<file path="src/rtl/alu_exec_unit.sv">
// Multi-cycle ALU execution unit with valid/ready handshake and iterative shifter.
// Define ALU_FAST_SHIFT_EN to replace the iterative shifter with a single-cycle barrel shifter.
module alu_exec_unit #(
    parameter int XLEN = 32
) (
    input  logic            clk,
    input  logic            reset,
    input  logic            in_valid,
    output logic            in_ready,
    input  logic [3:0]      aluControl,
    input  logic [XLEN-1:0] a,
    input  logic [XLEN-1:0] b,
    output logic            out_valid,
    input  logic            out_ready,
    output logic [XLEN-1:0] result,
    output logic            zero,
    output logic            illegal
);

    typedef enum logic [3:0] {
        OP_AND  = 4'b0000,
        OP_OR   = 4'b0001,
        OP_ADD  = 4'b0010,
        OP_SLL  = 4'b0011,
        OP_SLT  = 4'b0100,
        OP_SLTU = 4'b0101,
        OP_SUB  = 4'b0110,
        OP_XOR  = 4'b0111,
        OP_SRL  = 4'b1000,
        OP_SRA  = 4'b1010
    } alu_op_t;

    typedef enum logic [1:0] {
        S_IDLE  = 2'b00,
        S_SHIFT = 2'b01,
        S_DONE  = 2'b10
    } state_t;

    state_t          state;
    state_t          state_next;
    logic [XLEN-1:0] alu_res;
    logic            alu_ill;
    logic            is_shift;
    logic            start_shift;
    logic [4:0]      shamt;

    assign shamt     = b[4:0];
    assign in_ready  = (state == S_IDLE) && !reset;
    assign out_valid = (state == S_DONE);

    always_comb begin
        alu_res  = '0;
        alu_ill  = 1'b0;
        is_shift = 1'b0;
        case (aluControl)
            OP_AND:  alu_res = a & b;
            OP_OR:   alu_res = a | b;
            OP_ADD:  alu_res = a + b;
            OP_SUB:  alu_res = a - b;
            OP_XOR:  alu_res = a ^ b;
            OP_SLT:  alu_res = {{(XLEN-1){1'b0}}, ($signed(a) < $signed(b))};
            OP_SLTU: alu_res = {{(XLEN-1){1'b0}}, (a < b)};
            OP_SLL: begin
                is_shift = 1'b1;
`ifdef ALU_FAST_SHIFT_EN
                alu_res  = a << shamt;
`else
                alu_res  = a;
`endif
            end
            OP_SRL: begin
                is_shift = 1'b1;
`ifdef ALU_FAST_SHIFT_EN
                alu_res  = a >> shamt;
`else
                alu_res  = a;
`endif
            end
            OP_SRA: begin
                is_shift = 1'b1;
`ifdef ALU_FAST_SHIFT_EN
                alu_res  = $unsigned($signed(a) >>> shamt);
`else
                alu_res  = a;
`endif
            end
            default: alu_ill = 1'b1;
        endcase
    end

`ifdef ALU_FAST_SHIFT_EN
    assign start_shift = 1'b0;
`else
    logic [XLEN-1:0] sh_reg;
    logic [XLEN-1:0] sh_next;
    logic [3:0]      sh_op;
    logic [4:0]      count;

    // Non-zero shift amounts defer to the iterative path; shamt=0 completes as a plain pass-through.
    assign start_shift = is_shift && (shamt != 5'd0);

    always_comb begin
        sh_next = sh_reg;
        case (sh_op)
            OP_SLL:  sh_next = {sh_reg[XLEN-2:0], 1'b0};
            OP_SRL:  sh_next = {1'b0, sh_reg[XLEN-1:1]};
            default: sh_next = {sh_reg[XLEN-1], sh_reg[XLEN-1:1]};
        endcase
    end

    always_ff @(posedge clk) begin
        if (reset) begin
            sh_reg <= '0;
            sh_op  <= '0;
            count  <= '0;
        end else if (state == S_IDLE && in_valid && start_shift) begin
            sh_reg <= a;
            sh_op  <= aluControl;
            count  <= shamt;
        end else if (state == S_SHIFT) begin
            sh_reg <= sh_next;
            count  <= count - 5'd1;
        end
    end
`endif

    always_ff @(posedge clk) begin
        if (reset) begin
            state <= S_IDLE;
        end else begin
            state <= state_next;
        end
    end

    always_comb begin
        state_next = state;
        case (state)
            S_IDLE:  if (in_valid) state_next = start_shift ? S_SHIFT : S_DONE;
`ifndef ALU_FAST_SHIFT_EN
            S_SHIFT: if (count == 5'd1) state_next = S_DONE;
`endif
            S_DONE:  if (out_ready) state_next = S_IDLE;
            default: state_next = S_IDLE;
        endcase
    end

    always_ff @(posedge clk) begin
        if (reset) begin
            result  <= '0;
            zero    <= 1'b0;
            illegal <= 1'b0;
        end else if (state == S_IDLE && in_valid && !start_shift) begin
            result  <= alu_res;
            zero    <= (alu_res == '0);
            illegal <= alu_ill;
        end
`ifndef ALU_FAST_SHIFT_EN
        else if (state == S_SHIFT && count == 5'd1) begin
            result  <= sh_next;
            zero    <= (sh_next == '0);
            illegal <= 1'b0;
        end
`endif
    end

endmodule
</file>
<file path="config.mk">
export PLATFORM = sky130hd
export DESIGN_NAME = alu_exec_unit
export DESIGN_NICKNAME = d
export VERILOG_FILES = /design/src/rtl/alu_exec_unit.sv
export SDC_FILE = /design/constraint.sdc
export NUM_CORES = 1
export LEC_CHECK = 0
export CELL_PAD_IN_SITES_DETAIL_PLACEMENT = 2
export CELL_PAD_IN_SITES_GLOBAL_PLACEMENT = 2
export CORE_AREA = 3 3 186 188
export CTS_CLUSTER_DIAMETER = 50
export DETAILED_ROUTE_END_ITERATION = 10
export DIE_AREA = 0 0 189 191
export HOLD_SLACK_MARGIN = 0.03
export PLACE_DENSITY_LB_ADDON = 0.05
export SLEW_MARGIN = 20
export SYNTH_ARGS = -nofsm -noshare
export SYNTH_HDL_FRONTEND = slang
export SYNTH_SLANG_ARGS = --single-unit
</file>
<file path="constraint.sdc">
create_clock -name clk -period 3.8 [get_ports clk]
set_clock_uncertainty 0.15 [all_clocks]
set_input_delay 0.57 -clock clk [delete_from_list [all_inputs] [get_ports clk]]
set_output_delay 0.57 -clock clk [all_outputs]
set_load 0.02 [all_outputs]
</file>
==> out/results.tsv, run 1 <==
stage	metric	value	unit
place	routabilityCongestion	0.991	
floorplan	die_x	189	um
critical_path	cpMostUsedCell	buf_4	
floorplan	dieArea	0.0361	mm2
critical_path	critPathRequiredTime	3.97	ns
sta	whs	0.325	ns
critical_path	crit_family	simple AND/OR/NAND/NOR gates	
cts	cts_max_path_buffers	2	
synth	syn-cell-area	0.00993	mm2
floorplan	rows	67	
sta	worst_pin_slew	0.891	ns
sta	rsz0062_at_grt	true	
floorplan	ioPinCount	108	
synth	yosysWarnings	0	
synth	dominantRegCellSynth	dfxtp_1	
synth	synth_area_leader_cell	dfxtp_1	
worst_hold_path	holdCritPathClass	reg -> reg	
sta	fin_tns_setup	-1.32	ns
status	failed_checks	setup timing	
cts	cts.sinks	77	
synth	synth-edff-count	0	
global_routing	grt_pass1_wl	98.0	mm
critical_path	cp_slowest_cell	a31oi_1	
sta	min_period_over_period	118	%
floorplan	start_util	29.8	%
drt	drc	0	
synth	ys_seq_area_share	15.5	%
critical_path	slowest_delay	0.54	ns
global_routing	grt_usage	35.9	%
cts	h-tree-depth	3	
power	ir_drop	238	uV
global_routing	grt_pass1_vias	15459	
drt	final_antenna_net_count	0	
synth	yosys.area.top_type_share	15.5	%
cts	root_buffer	clkbuf_16	
cells_and_area	stdcell_count	2391	
synth	synthDistinctLibCells	81	
cells_and_area	utilization	49.7	%
place	dpl.hpwl	51.4	mm
critical_path	end_kind	flop	
sta	hold_viol_final	0	
synth	synth_cells	1419	
critical_path	cp-start-kind	input pin	
floorplan	die_h	191	um
critical_path	path_buf_inv	3	
cts	cts_hold_buffers	0	
power	leakagePower	7.42	nW
place	dp_cells	2338	
cells_and_area	final_cell_area	0.0166	mm2
sta	setup_viol	8	
power	power_density	270	mW/mm2
cts	cts_tree	yes	
drt	drt-wirelength-per-cell	31.1	um
status	status	complete, but fails checks	
critical_path	cp_max_fo	4	
sta	fin_crit	4.48	ns
critical_path	cp_cell_sequence	buf_2, buf_4, ha_1, a211oi_2, nor2_1, buf_4, a31oi_1, or2_2, nor3b_1, a211oi_1, a211o_1, nor4bb_2, nand4_1, nor4b_4, a41o_1	
synth	synthTopCellsByArea	dfxtp_1 16%, ha_1 14%, a21oi_1 8.2%	
floorplan	core_area	0.0333	mm2
cts	clkTransAtPathRegs	0.07	ns
cells_and_area	nNetsFinal	2120	
drt	drt_iter0_drc	1019	
cells_and_area	area_delta_synth_final	66.8	%
cells_and_area	layout-drive-gt1-share	37.8	%
job	drv_cap	0	
drt	drt-pass1-iter-count	6	
critical_path	arrival	4.64	ns
sta	slew_violations	0	
global_routing	grt_max_degree	56	
cts	insertion_delay	0.37	ns
synth	async_flop_share	0	%
sta	slew-limit-headroom	40.2	%
global_routing	antenna_found_initial	3	
place	placed_area	0.0148	mm2
cts	cts_buffers	9	
sta	timing.final.ws_setup	-0.676	ns
drt	avgViaCountPerCell	6.10	
sta	max_freq	0.223	GHz
synth	avgSynthCellArea	7.00	um2
critical_path	critPathKind	in -> reg	
global_routing	grt-ovfl-total	0	
place	io_buffers	107	
drt	vias	14594	
synth	syn_nets	1603	
drt	drt-total-wl	74.3	mm
synth	ys_seq_elements	77	
[power by group]
group / internal [W] / switching (W) / total (W) / leakage [nW]
clock: 0.000593 / 0.000404 / 0.000996 / 0.158
combinational: 0.00109 / 0.00147 / 0.00256 / 6.63
sequential: 0.000864 / 0.0000514 / 0.000915 / 0.627
[cell usage in the layout (no fill, tap or decap), drive strengths merged, types with 22 or more instances in the layout]
cell,count
inv,100
buf,506
nor2b,23
clkdlybuf4s50,60
a21oi,164
dfxtp,77
nand3,26
dlygate4sd2,22
mux2i,38
a211oi,72
o21ai,63
o31ai,23
ha,110
nand2,73
nor3,37
nor2,202
[worst min-delay path, stage by stage, from the launching register on]
cell,delay (ns)
dfxtp_1,0.32
nand2_1,0.06
a21oi_1,0.05
[worst paths after layout]
path	from	endpoint	slack, ns	cells after the start
max	a[2]	zero	-0.68	15
min	result[1]	result[1]	0.32	2
max reg2reg	count[0]	zero	-0.06	13
min reg2reg	result[1]	result[1]	0.32	2
[synthesized netlist by cell type (all sizes together), types with 12 or more instances]
master / n
nor2: 202
a21oi: 164
ha: 110
inv: 101
dfxtp: 77
nand2: 73
a211oi: 72
clkbuf: 66
o21ai: 63
mux2i: 38
nor3: 37
buf: 34
nand3: 26
nor2b: 23
o31ai: 23
nand2b: 20
o211ai: 20
a21o: 19
a221oi: 18
nor4: 16
a31oi: 15
nand4: 12
[through the flow]
stage	total power (W)	setup WS [ns]
detailed placement	0.00302	-1.29
finish	0.00447	-0.676
global route	0.00462	-0.614
floorplan	0.00184	0.0734
global placement	0.00296	-1.21
CTS	0.00419	-0.0985
[cells by family after synthesis]
kind of cell | count (synthesis) | share of synthesized area [%]
fa+ha+maj | 112 | 14.3
xor+xnor | 10 | 0.882
compound gates | 512 | 35.1
simple gates | 467 | 22.2
flops | 77 | 15.5
mux | 40 | 4.06
buf+inv | 201 | 7.97
[area by class of cell]
cell class,instances,area [um2]
fill,3739,16700
timing repair buffer,606,4950
multi-input combinational,1141,8780
clock buffer,10,239
inverter,101,385
tap,448,561
clock inverter,6,86.3
sequential,77,1540
antenna,2,5.00
[timing repair]
action | 4_1_cts | 5_1_grt
pin swaps | 68 | 46
buffers inserted | 18 | 17
cloned | 0 | 0
gates resized for setup | 257 | 85
setup endpoints to repair | 21 | 11
[per-layer routing]
layer | wire, um | GRT usage [%] | vias to the layer above
met5 | 20 | 0 | -
met4 | 6530 | 23.1 | 2
met3 | 4150 | 4.91 | 316
met2 | 36500 | 64.7 | 719
met1 | 27100 | 39.6 | 7329
li1 | - | - | 6228
Note: power is estimated with default switching activity, not from simulation.
==> inputs of run 2 (changes only) <==
CORE_AREA = 2 2 185 187   (was 3 3 186 188)
DIE_AREA = 0 0 187 189   (was 0 0 189 191)
REMOVE_ABC_BUFFERS = 1   (was default)
==> out/results.tsv, run 2 (synthesis gave the netlist of run 1 again) <==
stage	metric	value	unit
drt	vias	14396	
global_routing	antenna_found_initial	2	
place	routabilityCongestion	0.938	
sta	slew-limit-headroom	46.2	%
critical_path	cp-start-kind	input pin	
power	leakagePower	7.43	nW
floorplan	rows	67	
global_routing	grt_usage	35.9	%
floorplan	dieArea	0.0353	mm2
cts	cts_tree	yes	
cts	h-tree-depth	3	
place	dp_cells	2346	
sta	setup_viol	2	
cts	cts_hold_buffers	0	
cts	root_buffer	clkbuf_16	
floorplan	die_h	189	um
drt	drt-total-wl	70.0	mm
cts	cts_max_path_buffers	2	
place	dpl.hpwl	49.7	mm
status	failed_checks	setup timing	
global_routing	grt_pass1_vias	15663	
critical_path	critPathKind	in -> reg	
cells_and_area	mostFrequentLayoutCells	482 x buf_4, 193 x nor2_1, 136 x a21oi_1	
sta	min_period_over_period	109	%
worst_hold_path	holdCritPathClass	reg -> reg	
cells_and_area	stdcell_count	2393	
floorplan	start_util	29.8	%
status	status	complete, but fails checks	
critical_path	critPathRequiredTime	3.91	ns
power	power_density	258	mW/mm2
sta	fin_tns_setup	-0.493	ns
cts	insertion_delay	0.37	ns
floorplan	core_area	0.0333	mm2
job	drv_cap	0	
cts	cts.sinks	77	
sta	whs	0.313	ns
sta	timing.final.ws_setup	-0.339	ns
cts	cts_buffers	9	
global_routing	grt_pass1_wl	96.5	mm
critical_path	arrival	4.24	ns
sta	fin_crit	4.14	ns
global_routing	grt-ovfl-total	0	
place	io_buffers	107	
cells_and_area	nNetsFinal	2126	
cts	clkTransAtPathRegs	0.06	ns
drt	final_antenna_net_count	0	
drt	drt-pass1-iter-count	5	
sta	slew_violations	0	
drt	avgViaCountPerCell	6.02	
sta	rsz0062_at_grt	true	
cells_and_area	layout-drive-gt1-share	38.7	%
critical_path	cp_max_fo	3	
critical_path	end_kind	flop	
global_routing	grt_max_degree	56	
power	power.total	0.00430	W
cells_and_area	area_delta_synth_final	67.8	%
sta	hold_viol_final	0	
drt	drt-wirelength-per-cell	29.2	um
sta	worst_pin_slew	0.800	ns
floorplan	ioPinCount	108	
sta	max_freq	0.242	GHz
cells_and_area	final_common_cell	buf_4	
drt	drt_iter0_drc	931	
power	ir_drop	240	uV
drt	drc	0	
cells_and_area	utilization	50.0	%
floorplan	die_x	187	um
==> run 2: cell count changes in the layout (fill, tap and decap cells not counted), moves of 5 or more <==
cell             change
a21oi_2              +6
buf_4                +5
dlygate4sd2_1        -5
a21oi_1              -6
inv_1                -9
clkdlybuf4s50_1      +8
inv_2                +9
==> run 2: critical path: stages <==
cell and delay (ns):
dlygate4sd2_1 0.27, inv_2 0.08, buf_4 0.14, ha_1 0.23, nor2b_2 0.19, o211ai_1 0.16, buf_4 0.16, buf_4 0.10
buf_4 0.10, a31oi_4 0.10, a211oi_2 0.34, a21oi_1 0.21, a2111oi_0 0.65, nor3_1 0.22, buf_4 0.21, nand4_1 0.12
nor3_1 0.06, nor4b_2 0.17, a41o_1 0.18
==> run 2: path summary, 6_finish.rpt <==
check / start / to / slack (ns) / cells after the start
setup / recovery: b[4] / zero / -0.34 / 19
hold / removal: illegal / illegal / 0.31 / 2
setup reg to reg: count[0] / zero / 0.11 / 14
hold reg to reg: illegal / illegal / 0.31 / 2
==> run 2: stage by stage <==
stage / area, um2 / setup WS [ns]
global placement: 14800 / -1.03
finish: 16700 / -0.339
floorplan: 9520 / -1.23
detailed placement: 14800 / -1.24
CTS: 16200 / -0.143
global route: 16700 / -0.346
==> run 2: what timing repair did <==
item                                    in CTS  in global routing
endpoints found under the setup margin      20                 11
resized for setup                          249                 94
hold endpoints to repair                     0                  0
pin swaps                                   69                 46
setup buffers                               24                 10
==> run 2: report_power, final <==
group | leakage [nW] | switching (W) | internal, W | total (W)
sequential | 0.627 | 0.0000549 | 0.000864 | 0.000919
clock | 0.123 | 0.000391 | 0.000449 | 0.000840
combinational | 6.68 | 0.00143 | 0.00112 | 0.00254
==> run 2: area by class of cell <==
class / count / area, um2
clock buffer: 11 / 243
antenna: 1 / 2.50
fill: 3703 / 16600
timing repair buffer: 612 / 5030
tap: 448 / 561
multi-input combinational: 1141 / 8870
sequential: 77 / 1540
clock inverter: 2 / 12.5
inverter: 101 / 387
==> run 2: per-layer routing <==
metal	up-vias	wire length, um	GRT usage, %
met5	-	0	0
met4	0	4740	18.8
met3	278	3880	5.41
met2	611	34600	64.3
met1	7270	26800	41.3
li1	6237	-	-
